## src/rtl/life_grid_store.sv

```systemverilog
`default_nettype none
// ============================================================================
// Module   : life_grid_store
// Brief    : Life-engine cell store. The grid is one circular shift register
//            with pipeline write-back, serial host load, hold and clear, plus
//            sweep, generation and live-cell counters.
// Revision : 1.0 - initial release
// ============================================================================
module life_grid_store #(
    parameter int X     = 8,
    parameter int Y     = 8,
    parameter int LOG2X = 3,
    parameter int LOG2Y = 3,
    parameter int LAG   = 4,
    parameter int GEN_W = 16
) (
    input  logic                   clk,
    input  logic                   rst_n,
    input  logic [1:0]             mode,
    input  logic                   load_bit,
    input  logic                   pipe_out,
    output logic [X*Y-1:0]         data,
    output logic [LOG2X+LOG2Y-1:0] cell_idx,
    output logic                   gen_done,
    output logic                   load_done,
    output logic [GEN_W-1:0]       gen_count,
    output logic [LOG2X+LOG2Y:0]   alive_count
);

    localparam int c_CELLS  = X * Y;
    localparam int c_IDX_W  = LOG2X + LOG2Y;
    localparam int c_CNT_W  = c_IDX_W + 1;
    localparam int c_WB_IDX = (Y - 1) * X - LAG;

    localparam logic [c_IDX_W-1:0] c_LAST_IDX = c_IDX_W'(c_CELLS - 1);

    localparam logic [1:0] c_MODE_HOLD  = 2'b00;
    localparam logic [1:0] c_MODE_RUN   = 2'b01;
    localparam logic [1:0] c_MODE_LOAD  = 2'b10;
    localparam logic [1:0] c_MODE_CLEAR = 2'b11;

    generate
        if (LAG < 1 || LAG > (Y - 1) * X - 1 || c_CELLS > (1 << c_IDX_W)) begin : g_bad_params
            $error("life_grid_store: LAG must lie in 1..(Y-1)*X-1 and X*Y must fit in LOG2X+LOG2Y bits");
        end
    endgenerate

    logic [c_CELLS-1:0] r_data;
    logic [c_IDX_W-1:0] r_cell_idx;
    logic               r_gen_done;
    logic               r_load_done;
    logic [GEN_W-1:0]   r_gen_count;
    logic [c_CNT_W-1:0] r_alive;
    logic               r_in_load;

    logic [c_CELLS-1:0] w_data_nxt;
    logic [c_IDX_W-1:0] w_idx_base;
    logic [c_IDX_W-1:0] w_idx_nxt;
    logic [c_CNT_W-1:0] w_alive_nxt;
    logic               w_in_bit;
    logic               w_out_bit;
    logic               w_wrap;

    always_comb begin
        w_data_nxt = r_data;
        w_in_bit   = 1'b0;
        w_out_bit  = 1'b0;
        // A fresh LOAD sweep treats the current edge as position 0.
        w_idx_base = (mode == c_MODE_LOAD && !r_in_load) ? '0 : r_cell_idx;
        w_wrap     = (w_idx_base == c_LAST_IDX);
        w_idx_nxt  = w_wrap ? '0 : w_idx_base + 1'b1;
        case (mode)
            c_MODE_RUN: begin
                w_data_nxt           = {r_data[0], r_data[c_CELLS-1:1]};
                w_data_nxt[c_WB_IDX] = pipe_out;
                w_in_bit             = pipe_out;
                w_out_bit            = r_data[c_WB_IDX+1];
            end
            c_MODE_LOAD: begin
                w_data_nxt = {load_bit, r_data[c_CELLS-1:1]};
                w_in_bit   = load_bit;
                w_out_bit  = r_data[0];
            end
            default: ;
        endcase
        // Only the bit entering and the bit leaving can change the popcount.
        w_alive_nxt = r_alive + c_CNT_W'(w_in_bit) - c_CNT_W'(w_out_bit);
    end

    always_ff @(posedge clk or negedge rst_n) begin
        if (!rst_n) begin
            r_data      <= '0;
            r_cell_idx  <= '0;
            r_gen_done  <= 1'b0;
            r_load_done <= 1'b0;
            r_gen_count <= '0;
            r_alive     <= '0;
            r_in_load   <= 1'b0;
        end else begin
            r_gen_done  <= 1'b0;
            r_load_done <= 1'b0;
            r_in_load   <= (mode == c_MODE_LOAD);
            case (mode)
                c_MODE_RUN: begin
                    r_data     <= w_data_nxt;
                    r_alive    <= w_alive_nxt;
                    r_cell_idx <= w_idx_nxt;
                    if (w_wrap) begin
                        r_gen_done  <= 1'b1;
                        r_gen_count <= r_gen_count + 1'b1;
                    end
                end
                c_MODE_LOAD: begin
                    r_data      <= w_data_nxt;
                    r_alive     <= w_alive_nxt;
                    r_cell_idx  <= w_idx_nxt;
                    r_load_done <= w_wrap;
                end
                c_MODE_CLEAR: begin
                    r_data      <= '0;
                    r_alive     <= '0;
                    r_cell_idx  <= '0;
                    r_gen_count <= '0;
                end
                default: ;
            endcase
        end
    end

    assign data        = r_data;
    assign cell_idx    = r_cell_idx;
    assign gen_done    = r_gen_done;
    assign load_done   = r_load_done;
    assign gen_count   = r_gen_count;
    assign alive_count = r_alive;

endmodule
`default_nettype wire
```

## config.mk

```make
export PLATFORM = sky130hd
export DESIGN_NAME = life_grid_store
export DESIGN_NICKNAME = d
export VERILOG_FILES = /design/src/rtl/life_grid_store.sv
export SDC_FILE = /design/constraint.sdc
export NUM_CORES = 1
export LEC_CHECK = 0
export ABC_AREA = 1
export CORE_ASPECT_RATIO = 1.75
export CORE_MARGIN = 2
export CORE_UTILIZATION = 47
export DETAILED_ROUTE_END_ITERATION = 10
export PLACE_DENSITY_LB_ADDON = 0.3
export SYNTH_ARGS = -nofsm -noshare
export SYNTH_HDL_FRONTEND = slang
export SYNTH_SLANG_ARGS = --single-unit
export TNS_END_PERCENT = 5
```

## constraint.sdc

```tcl
create_clock -name clk -period 3.3 [get_ports clk]
set_clock_uncertainty 0.15 [all_clocks]
set_input_delay 0.99 -clock clk [delete_from_list [all_inputs] [get_ports clk]]
set_output_delay 0.99 -clock clk [all_outputs]
set_load 0.02 [all_outputs]
```

## After elaboration in Yosys (flattened, before gate mapping)

Cells that the tools add are included.

| cells by class | value |
|---|---|
| magnitude comparators | 0 |
| multipliers | 0 |
| reduce and logical (&&, ||, !) cells | 6 |
| bitwise operators | 0 |
| shifts and indexed selects | 0 |
| div/mod/pow operators | 0 |
| muxes and demuxes | 13 |
| equal/unequal tests | 5 |
| add/sub/neg operators | 4 |

Operators by type and width:

| operator | number |
|---|---|
| 64-bit case mux with 2 select lines | 1 |
| 64-bit 2-to-1 mux | 1 |
| 16-bit case mux with 2 select lines | 1 |
| 16-bit by 1-bit adder with 16-bit output (second input constant) | 1 |
| 16-bit 2-to-1 mux | 1 |
| 7-bit case mux with 2 select lines | 1 |
| 6-bit 2-to-1 mux | 2 |
| 6-bit case mux with 2 select lines | 1 |
| 7-bit by 1-bit adder with 7-bit output | 1 |
| 7-bit by 1-bit subtractor with 7-bit output | 1 |
| 6-bit by 1-bit adder with 6-bit output (second input constant) | 1 |
| 6-bit equality test (second input constant) | 1 |
| 2-bit equality test (second input constant) | 2 |
| 1-bit case mux with 2 select lines | 2 |
| 2-bit nonzero test | 2 |
| 1-bit 2-to-1 mux | 3 |
| 2-bit by 1-bit equality test with 1-bit output (second input constant) | 1 |
| 2-bit != test (second input constant) | 1 |
| 2-bit AND reduction | 1 |
| 2-bit OR reduction | 1 |
| 1-bit logical AND | 1 |
| 1-bit logical NOT | 1 |

| storage, ports and cells | value |
|---|---|
| bits in latches | 0 |
| word-level logic and storage cells | 35 |
| RAM bits | 0 |
| input port bits | 6 |
| output and inout bits | 95 |
| memory bits (read-only) | 0 |
| register bits after elaboration | 96 |
| memories kept | 0 |

## Depth between registers and ports, before layout

Gate-level depths: netlist (run 1).

| depth | value |
|---|---|
| depth after elaboration | 6 |
| depth in mapped cells | 17 |
| depth with buffers taken out | 16 |

## Least setup slack after synthesis (run 1)

Ideal clock, no wire load.

| timing path | value |
|---|---|
| path kind | input -> register |
| from | input port mode[1] |
| to | register r_alive[4] (netlist: alive_count[4]) |
| stages | 17 |
| setup time | 0.126 ns |
| slack | 0.036 ns |
| buffers on the path | 1 |
| arrival | 2.987 ns |
| cells stage by stage | inv_1 -> ha_1 -> buf_2 -> inv_1 -> o22ai_1 -> and2_1 -> ha_1 -> inv_1 -> ha_1 -> inv_1 -> fa_1 -> nor2_1 -> o21ai_0 -> nand2_1 -> nand2_1 -> nand2_1 -> o21ai_0 |

| between the ends | value |
|---|---|
| cells in the longest elaborated chain, start to end | 5 |
| elaborated cells between the ends (all ways) | 10 |

RTL lines:

| element | line | source |
|---|---|---|
| start: declaration | 19 | `input logic [1:0] mode,` |
| 2-bit equality test / 2-bit by 1-bit equality test with 1-bit output (equally long branches) | 72, 103 |  |
| 1-bit case mux with 2 select lines | 72 | `case (mode)` |
| 7-bit by 1-bit adder with 7-bit output | 87 | `w_alive_nxt = r_alive + c_CNT_W'(w_in_bit) - c_CNT_W'(w_out_bit);` |
| 7-bit by 1-bit subtractor with 7-bit output | 87 |  |
| 7-bit case mux with 2 select lines | 103 | `case (mode)` |
| end signal: assignment | 106 | `r_alive <= w_alive_nxt;` |
| end signal: assignment | 115 | `r_alive <= w_alive_nxt;` |
| end: declaration | 53 | `logic [c_CNT_W-1:0] r_alive;` |

Parallel ways exist; a longest one is shown, timed or not.
A chain may end at the register's enable or synchronous reset.

## Final worst setup path (run 1)

| timing path | value |
|---|---|
| from | input port mode[1] |
| to | register r_alive[6] (netlist: alive_count[6]) |

The elaborated chain is that of the path after synthesis.

==> results of run 1 <==
final timing paths:
path / endpoint / from / slack, ns
setup / recovery: alive_count[6] / mode[1] / 0.18
hold / removal: cell_idx[0] / cell_idx[0] / 0.40
setup reg to reg: alive_count[6] / data[0] / 0.89
hold reg to reg: cell_idx[0] / cell_idx[0] / 0.40
max in group asynchronous: data[54] / rst_n / 1.84
min in group asynchronous: gen_done / rst_n / 0.47
sequential cells by signal, indices dropped and copies added, names as in the netlist:
| register | flops |
|---|---|
| load_done | 1 |
| cell_idx | 6 |
| gen_count | 16 |
| r_in_load | 1 |
| alive_count | 7 |
| data | 64 |
| gen_done | 1 |
power by group:
part	leakage, nW	switching [mW]	internal [mW]
Combinational	1.35	0.459	0.323
Clock	0.157	0.469	0.622
Sequential	1.32	0.0753	1.25
Total	2.83	1.00	2.19
layer usage:
metal	global-route usage, %	wire, um	part of all wire [%]
met2	42.5	6540	55
met3	6.27	572	4.8
met1	24.8	4330	37
met4	10.8	363	3.1
met5	0	0	0
synth_stat cells (2+ instances only):
library cell                 n  share of area, %
sky130_fd_sc_hd__dfrtp_1    96                52
sky130_fd_sc_hd__nand2_1    95               7.7
sky130_fd_sc_hd__nand3_1    23               2.5
sky130_fd_sc_hd__buf_2       4              0.43
sky130_fd_sc_hd__nand2_2     2              0.27
sky130_fd_sc_hd__xor2_1      8               1.5
sky130_fd_sc_hd__nor3_1      2              0.22
sky130_fd_sc_hd__nor2_1     26               2.1
sky130_fd_sc_hd__buf_6       6               1.5
sky130_fd_sc_hd__buf_4       3              0.49
sky130_fd_sc_hd__nor2_2      2              0.27
sky130_fd_sc_hd__o22ai_1    66               8.9
sky130_fd_sc_hd__nand3_2     9               1.9
sky130_fd_sc_hd__clkbuf_1    6              0.49
sky130_fd_sc_hd__a21oi_1     3              0.32
sky130_fd_sc_hd__ha_1       13               3.5
sky130_fd_sc_hd__o21ai_0    14               1.5
sky130_fd_sc_hd__inv_1     111               9.0
sky130_fd_sc_hd__nand4_1    14               1.9
sky130_fd_sc_hd__nor2_8      2              0.86
what timing repair did:
action                     CTS  global route
gates resized for setup      4             4
setup endpoints to repair    3             2
pin swaps                    1             2
stage by stage:
step / setup WS [ns] / cell area [um2] / util (%)
detailed placement: -0.566 / 5840 / 60.0
global route: 0.0198 / 6150 / 63.2
CTS: 0.134 / 6160 / 63.3
floorplan: 0.0363 / 4640 / -
global placement: -0.450 / 5840 / 60.0
finish: 0.179 / 6150 / 63.2
final cells by class:
class | count | area (um2)
fill | 859 | 3580
sequential | 96 | 2400
multi-input combinational | 288 | 1690
timing repair buffer | 122 | 1170
inverter | 112 | 420
clock buffer | 10 | 239
tap | 125 | 156
clock inverter | 6 | 75.1
cells by family after synthesis:
family / after synthesis / synth area share (%)
and+or+nand+nor: 180 / 19.4
DFF: 96 / 51.8
xor gates and xnor gates: 9 / 1.70
AOI/OAI and AO/OA: 85 / 11.3
adders and majority gates: 14 / 3.94
buffers and inverters: 131 / 11.9
critical path, cell delays in order:
cell	delay [ns]
sky130_fd_sc_hd__dlygate4sd2_1	0.24
sky130_fd_sc_hd__inv_1	0.08
sky130_fd_sc_hd__ha_1	0.20
sky130_fd_sc_hd__inv_1	0.07
sky130_fd_sc_hd__o22ai_1	0.07
sky130_fd_sc_hd__and2_1	0.16
sky130_fd_sc_hd__ha_1	0.28
sky130_fd_sc_hd__inv_1	0.06
sky130_fd_sc_hd__ha_1	0.15
sky130_fd_sc_hd__inv_1	0.07
sky130_fd_sc_hd__fa_2	0.37
sky130_fd_sc_hd__inv_2	0.07
sky130_fd_sc_hd__nand4_1	0.11
sky130_fd_sc_hd__nand3_1	0.09
sky130_fd_sc_hd__nand2_1	0.06
sky130_fd_sc_hd__nand3_1	0.07
sky130_fd_sc_hd__nand2_1	0.06
cells in the final DEF, fill, tap and decap left out, drive strengths merged, types with 3 or more instances in the layout:
cell type / count
inv: 115
nand2: 99
clkdlybuf4s50: 97
dfrtp: 96
o22ai: 66
nand3: 33
nor2: 30
buf: 23
nand4: 15
o21ai: 14
ha: 13
clkbuf: 11
xor2: 8
a21oi: 3
==> impl_metrics.sql, run 1 <==
INSERT INTO impl_metrics (metric_group, metric, value, unit) VALUES
('run_status', 'status', 'finished clean', ''),
('detailed_routing', 'route.antenna.remaining_nets', '0', ''),
('sta', 'max_clock_freq', '320', 'MHz'),
('sta', 'layout_worst_path_cycle_share', '94.6', '%'),
('yosys', 'postSynthNetCount', '535', ''),
('yosys', 'post_synth_instance_area', '4640', 'um2'),
('power', 'leakage_power_figure', '2.83', 'nW'),
('grt', 'number_of_antenna_violations_at_the_first_check_in_global_routing', '0', ''),
('finish', 'layoutNonFillerInstCount', '759', ''),
('detailed_routing', 'vias', '3947', ''),
('floorplanning', 'fp.dieH', '135', 'um'),
('sta', 'worst_slew_margin_rel', '63.0', '%'),
('cts', 'numCtsBuffers', '9', ''),
('detailed_routing', 'viasPerCell', '5.20', ''),
('critical_path', 'timing.reg2reg.worst_path_depth', '14', ''),
('worst_hold_path', 'min_delay_path_depth', '2', ''),
('cts', 'clk_pin_slew_worst_paths', '0.07', 'ns'),
('finish', 'drive_gt1_share', '10.3', '%'),
('sta', 'unrepaired_setup_endpoints_after_global_routing', 'no', ''),
('floorplanning', 'initial_core_util', '47.7', '%'),
('power', 'vdd_ir_drop_max', '0.391', 'mV'),
('detailed_routing', 'first_iter_violations', '193', ''),
('grt', 'grt_overflow_total', '0', ''),
('detailed_routing', 'postRouteWirelength', '11.8', 'mm'),
('yosys', 'ys.flop_type', 'sky130_fd_sc_hd__dfrtp_1', ''),
('sta', 'final.setup.tns', '0', 'ns'),
('yosys', 'yosysUniqueCellTypes', '30', ''),
('cts', 'post_cts_setup_buffers', '0', ''),
('cts', 'h_tree_depth', '3', ''),
('critical_path', 'setup.worst_path.end_class', 'register', ''),
('yosys', 'syn_avg_cell_area', '9.01', 'um2'),
('finish', 'num_antenna_cells', '0', ''),
('yosys', 'postSynthCellCount', '515', ''),
('yosys', 'synth_async_sr_flop_share', '100', '%'),
('grt', 'wire_length_of_the_first_global_routing_pass', '19.5', 'mm'),
('grt', 'globalRouteTotalUtil', '23.4', '%'),
('place', 'dp.final_hpwl', '8.61', 'mm'),
('yosys', 'synth_seq_area_share', '51.8', '%'),
('detailed_routing', 'drt-wirelength-per-cell', '15.6', 'um'),
('floorplanning', 'num_rows', '48', ''),
('floorplanning', 'coreArea', '9730', 'um2'),
('sta', 'max_slew.worst_pin.slew', '0.555', 'ns'),
('cts', 'clock_latency', '0.34', 'ns'),
('place', 'gp_congestion', '0.905', ''),
('grt', 'grt_start_max_net_pins', '58', ''),
('floorplanning', 'die_area', '10700', 'um2'),
('power', 'totalPowerFinal', '3.19', 'mW'),
('cts', 'clock-root-buffer', 'sky130_fd_sc_hd__clkbuf_16', ''),
('detailed_routing', 'drt-pass1-iter-count', '4', ''),
('critical_path', 'critical_path_arrival', '3.20', 'ns'),
('floorplanning', 'chipWidth', '79.1', 'um'),
('floorplanning', 'pin_count', '101', ''),
('yosys', 'ys_seq_elements', '96', ''),
('worst_hold_path', 'hold_class', 'reg -> reg', ''),
('sta', 'hold-worst-slack', '0.397', 'ns'),
('grt', 'grt_pass1_vias', '4116', ''),
('cts', 'tritoncts', 'yes', ''),
('finish', 'areaGrowthSynthToFinish', '32.7', '%'),
('yosys', 'number_of_enable_flip_flop_cells_after_synthesis', '0', ''),
('critical_path', 'crit_path_start_kind', 'input port', ''),
('power', 'p_per_cell_area', '519', 'nW/um2'),
('place', 'placement.io_buffers', '100', ''),
('cts', 'number_of_buffers_between_clock_root_and_the_deepest_sink', '2', ''),
('critical_path', 'critical_path_peak_fanout', '3', ''),
('sta', 'finalMaxSlewViolations', '0', ''),
('finish', 'design.final.nets', '649', ''),
('place', 'placed_insts', '743', ''),
('sta', 'finish_stage_setup_viols', '0', ''),
('sta', 'post-route-min-period', '3.12', 'ns'),
('critical_path', 'critical_path_class', 'in -> reg', ''),
('cts', 'numClockSinks', '96', ''),
('flow_run', 'timing.max_cap.violations', '0', ''),
('cts', 'cts_hold_buffers', '0', ''),
('detailed_routing', 'drcViolationCount', '0', ''),
('yosys', 'synth.yosys.warnings', '0', ''),
('sta', 'final_hold_viol_count', '0', ''),
('critical_path', 'timing.critical_path.required', '3.38', 'ns');
(Power assumes the default switching activity.)
==> inputs of run 2 (changes only) <==
--- a/config.mk
+++ b/config.mk
@@ -8,7 +8,7 @@
 export ABC_AREA = 1
 export CORE_ASPECT_RATIO = 1.75
 export CORE_MARGIN = 2
-export CORE_UTILIZATION = 47
+export CORE_UTILIZATION = 55
 export DETAILED_ROUTE_END_ITERATION = 10
 export PLACE_DENSITY_LB_ADDON = 0.3
 export SYNTH_ARGS = -nofsm -noshare
==> run 2 against run 1 <==
  * Core utilization increased by 11 points
  * Setup slack better by 0.065 ns
  * Clock-buffer cell count unchanged
  * Non-clock buffer count is 1 lower
  * Die area fell by 14%
  * Critical path type unchanged
==> impl_metrics.sql, run 2 (synthesis results as in run 1) <==
INSERT INTO impl_metrics (metric_group, metric, value, unit) VALUES
('grt', 'number_of_antenna_violations_at_the_first_check_in_global_routing', '0', ''),
('sta', 'hold-worst-slack', '0.390', 'ns'),
('place', 'placedInstanceArea', '5820', 'um2'),
('finish', 'number_of_flip_flops_in_the_largest_register', '64', ''),
('run_status', 'status', 'finished clean', ''),
('finish', 'most_common_cell_after_layout_fill_and_taps_aside', 'sky130_fd_sc_hd__inv_1', ''),
('critical_path', 'critical_path_arrival', '3.13', 'ns'),
('power', 'vdd_ir_drop_max', '0.367', 'mV'),
('sta', 'finish_stage_setup_viols', '0', ''),
('detailed_routing', 'vias', '3984', ''),
('place', 'gp_congestion', '0.933', ''),
('cts', 'clk_pin_slew_worst_paths', '0.07', 'ns'),
('finish', 'drive_gt1_share', '9.64', '%'),
('grt', 'grt_start_max_net_pins', '70', ''),
('floorplanning', 'pin_count', '101', ''),
('cts', 'clock-root-buffer', 'sky130_fd_sc_hd__clkbuf_16', ''),
('floorplanning', 'die_area', '9210', 'um2'),
('floorplanning', 'coreArea', '8260', 'um2'),
('detailed_routing', 'route.antenna.remaining_nets', '0', ''),
('place', 'dp.final_hpwl', '8.38', 'mm'),
('cts', 'post_cts_setup_buffers', '0', ''),
('critical_path', 'setup.worst_path.end_class', 'register', ''),
('finish', 'areaGrowthSynthToFinish', '31.8', '%'),
('sta', 'final_hold_viol_count', '0', ''),
('floorplanning', 'num_rows', '44', ''),
('sta', 'post-route-min-period', '3.06', 'ns'),
('critical_path', 'critical_path_peak_fanout', '3', ''),
('detailed_routing', 'viasPerCell', '5.50', ''),
('finish', 'utilization', '74.0', '%'),
('detailed_routing', 'drcViolationCount', '0', ''),
('sta', 'finalMaxSlewViolations', '0', ''),
('place', 'placement.io_buffers', '100', ''),
('cts', 'number_of_buffers_between_clock_root_and_the_deepest_sink', '2', ''),
('cts', 'tritoncts', 'yes', ''),
('cts', 'numCtsBuffers', '9', ''),
('sta', 'layout_worst_path_cycle_share', '92.6', '%'),
('critical_path', 'crit_path_start_kind', 'input port', ''),
('grt', 'grt_pass1_vias', '4078', ''),
('critical_path', 'timing.critical_path.required', '3.38', 'ns'),
('critical_path', 'critical_path_class', 'in -> reg', ''),
('cts', 'clock_latency', '0.34', 'ns'),
('sta', 'max_slew.worst_pin.slew', '0.512', 'ns'),
('detailed_routing', 'postRouteWirelength', '11.6', 'mm'),
('finish', 'design.final.nets', '648', ''),
('grt', 'globalRouteTotalUtil', '26.6', '%'),
('sta', 'worst_slew_margin_rel', '65.9', '%'),
('grt', 'wire_length_of_the_first_global_routing_pass', '18.8', 'mm'),
('flow_run', 'timing.max_cap.violations', '0', ''),
('detailed_routing', 'drt-pass1-iter-count', '6', ''),
('worst_hold_path', 'hold_class', 'reg -> reg', ''),
('cts', 'h_tree_depth', '3', ''),
('floorplanning', 'fp.dieH', '125', 'um'),
('sta', 'unrepaired_setup_endpoints_after_global_routing', 'no', ''),
('cts', 'numClockSinks', '96', ''),
('finish', 'postLayoutCellArea', '6110', 'um2'),
('floorplanning', 'chipWidth', '73.4', 'um'),
('power', 'p_per_cell_area', '514', 'nW/um2'),
('power', 'leakage_power_figure', '2.82', 'nW'),
('detailed_routing', 'drt-wirelength-per-cell', '16.0', 'um'),
('finish', 'num_antenna_cells', '0', ''),
('finish', 'layout_common_cells', 'sky130_fd_sc_hd__inv_1 (111), sky130_fd_sc_hd__clkdlybuf4s50_1 (97), sky130_fd_sc_hd__dfrtp_1 (96)', ''),
('floorplanning', 'initial_core_util', '56.2', '%'),
('grt', 'grt_overflow_total', '0', ''),
('detailed_routing', 'first_iter_violations', '205', ''),
('sta', 'max_clock_freq', '327', 'MHz');
[run 2: cell types whose count changed in the layout (fill, tap and decap cells not counted), sizes merged]
cell,before,now
buf,23,22
dlygate4sd2,1,0
clkbuf,11,12
clkinvlp,0,2
clkinv,2,1
inv,115,114
[run 2: area by class of cell]
cell class / count / area [um2]
Fill cell: 597 / 2150
Multi-Input combinational cell: 288 / 1690
Sequential cell: 96 / 2400
Tap cell: 92 / 115
Clock inverter: 6 / 76.3
Timing Repair Buffer: 121 / 1180
Clock buffer: 10 / 229
Inverter: 112 / 420
[run 2: layer usage]
metal / share of wire, % / up-vias / GRT usage [%] / wire length, um
met3: 4.5 / 39 / 6.69 / 516
met5: 0 / - / 0 / 0
met1: 36 / 1928 / 28.6 / 4220
met2: 55 / 122 / 47.1 / 6400
li1: - / 1895 / - / -
met4: 3.8 / 0 / 12.6 / 437
[run 2: final timing paths]
check / to / slack, ns / cells past startpoint / from
worst max-delay path: alive_count[4] / 0.24 / 17 / mode[0]
worst min-delay path: cell_idx[0] / 0.39 / 2 / cell_idx[0]
worst max register to register: alive_count[4] / 0.85 / 14 / data[0]
max in group asynchronous: data[24] / 1.84 / 2 / rst_n
worst min register to register: cell_idx[0] / 0.39 / 2 / cell_idx[0]
min in group asynchronous: gen_count[8] / 0.47 / 1 / rst_n
[run 2: worst max-delay path, stage by stage]
cell                       delay (ns)
sky130_fd_sc_hd__clkbuf_2        0.12
sky130_fd_sc_hd__inv_1           0.06
sky130_fd_sc_hd__ha_1            0.22
sky130_fd_sc_hd__inv_1           0.08
sky130_fd_sc_hd__o22ai_1         0.08
sky130_fd_sc_hd__and2_1          0.14
sky130_fd_sc_hd__ha_1            0.28
sky130_fd_sc_hd__inv_1           0.06
sky130_fd_sc_hd__ha_1            0.15
sky130_fd_sc_hd__inv_1           0.07
sky130_fd_sc_hd__fa_1            0.37
sky130_fd_sc_hd__nor2_1          0.14
sky130_fd_sc_hd__o21ai_0         0.09
sky130_fd_sc_hd__nand2_1         0.09
sky130_fd_sc_hd__nand2_1         0.05
sky130_fd_sc_hd__nand2_1         0.06
sky130_fd_sc_hd__o21ai_0         0.07
[run 2: report_power, final]
part	internal, mW	total (mW)	switching (mW)
Combinational	0.320	0.765	0.445
Clock	0.599	1.06	0.456
Sequential	1.25	1.32	0.0765
[run 2: stage by stage]
| stage | power, mW | cells | setup TNS (ns) | setup WS, ns |
|---|---|---|---|---|
| 6_report | 3.14 | 725 | 0 | 0.244 |
| 5_1_grt | 3.30 | 725 | 0 | 0.0907 |
| 4_1_cts | 3.17 | 725 | 0 | 0.105 |
| 3_5_place_dp | 2.10 | 709 | -3.55 | -0.528 |
| 3_3_place_gp | 2.08 | 709 | -2.05 | -0.442 |
| 2_1_floorplan | 1.81 | 515 | 0 | 0.0363 |
[run 2: timing repair]
item                       CTS  global route
hold buffers                 0             0
setup endpoints to repair    3             2
gates resized for setup      2             4
pin swaps                    1             1
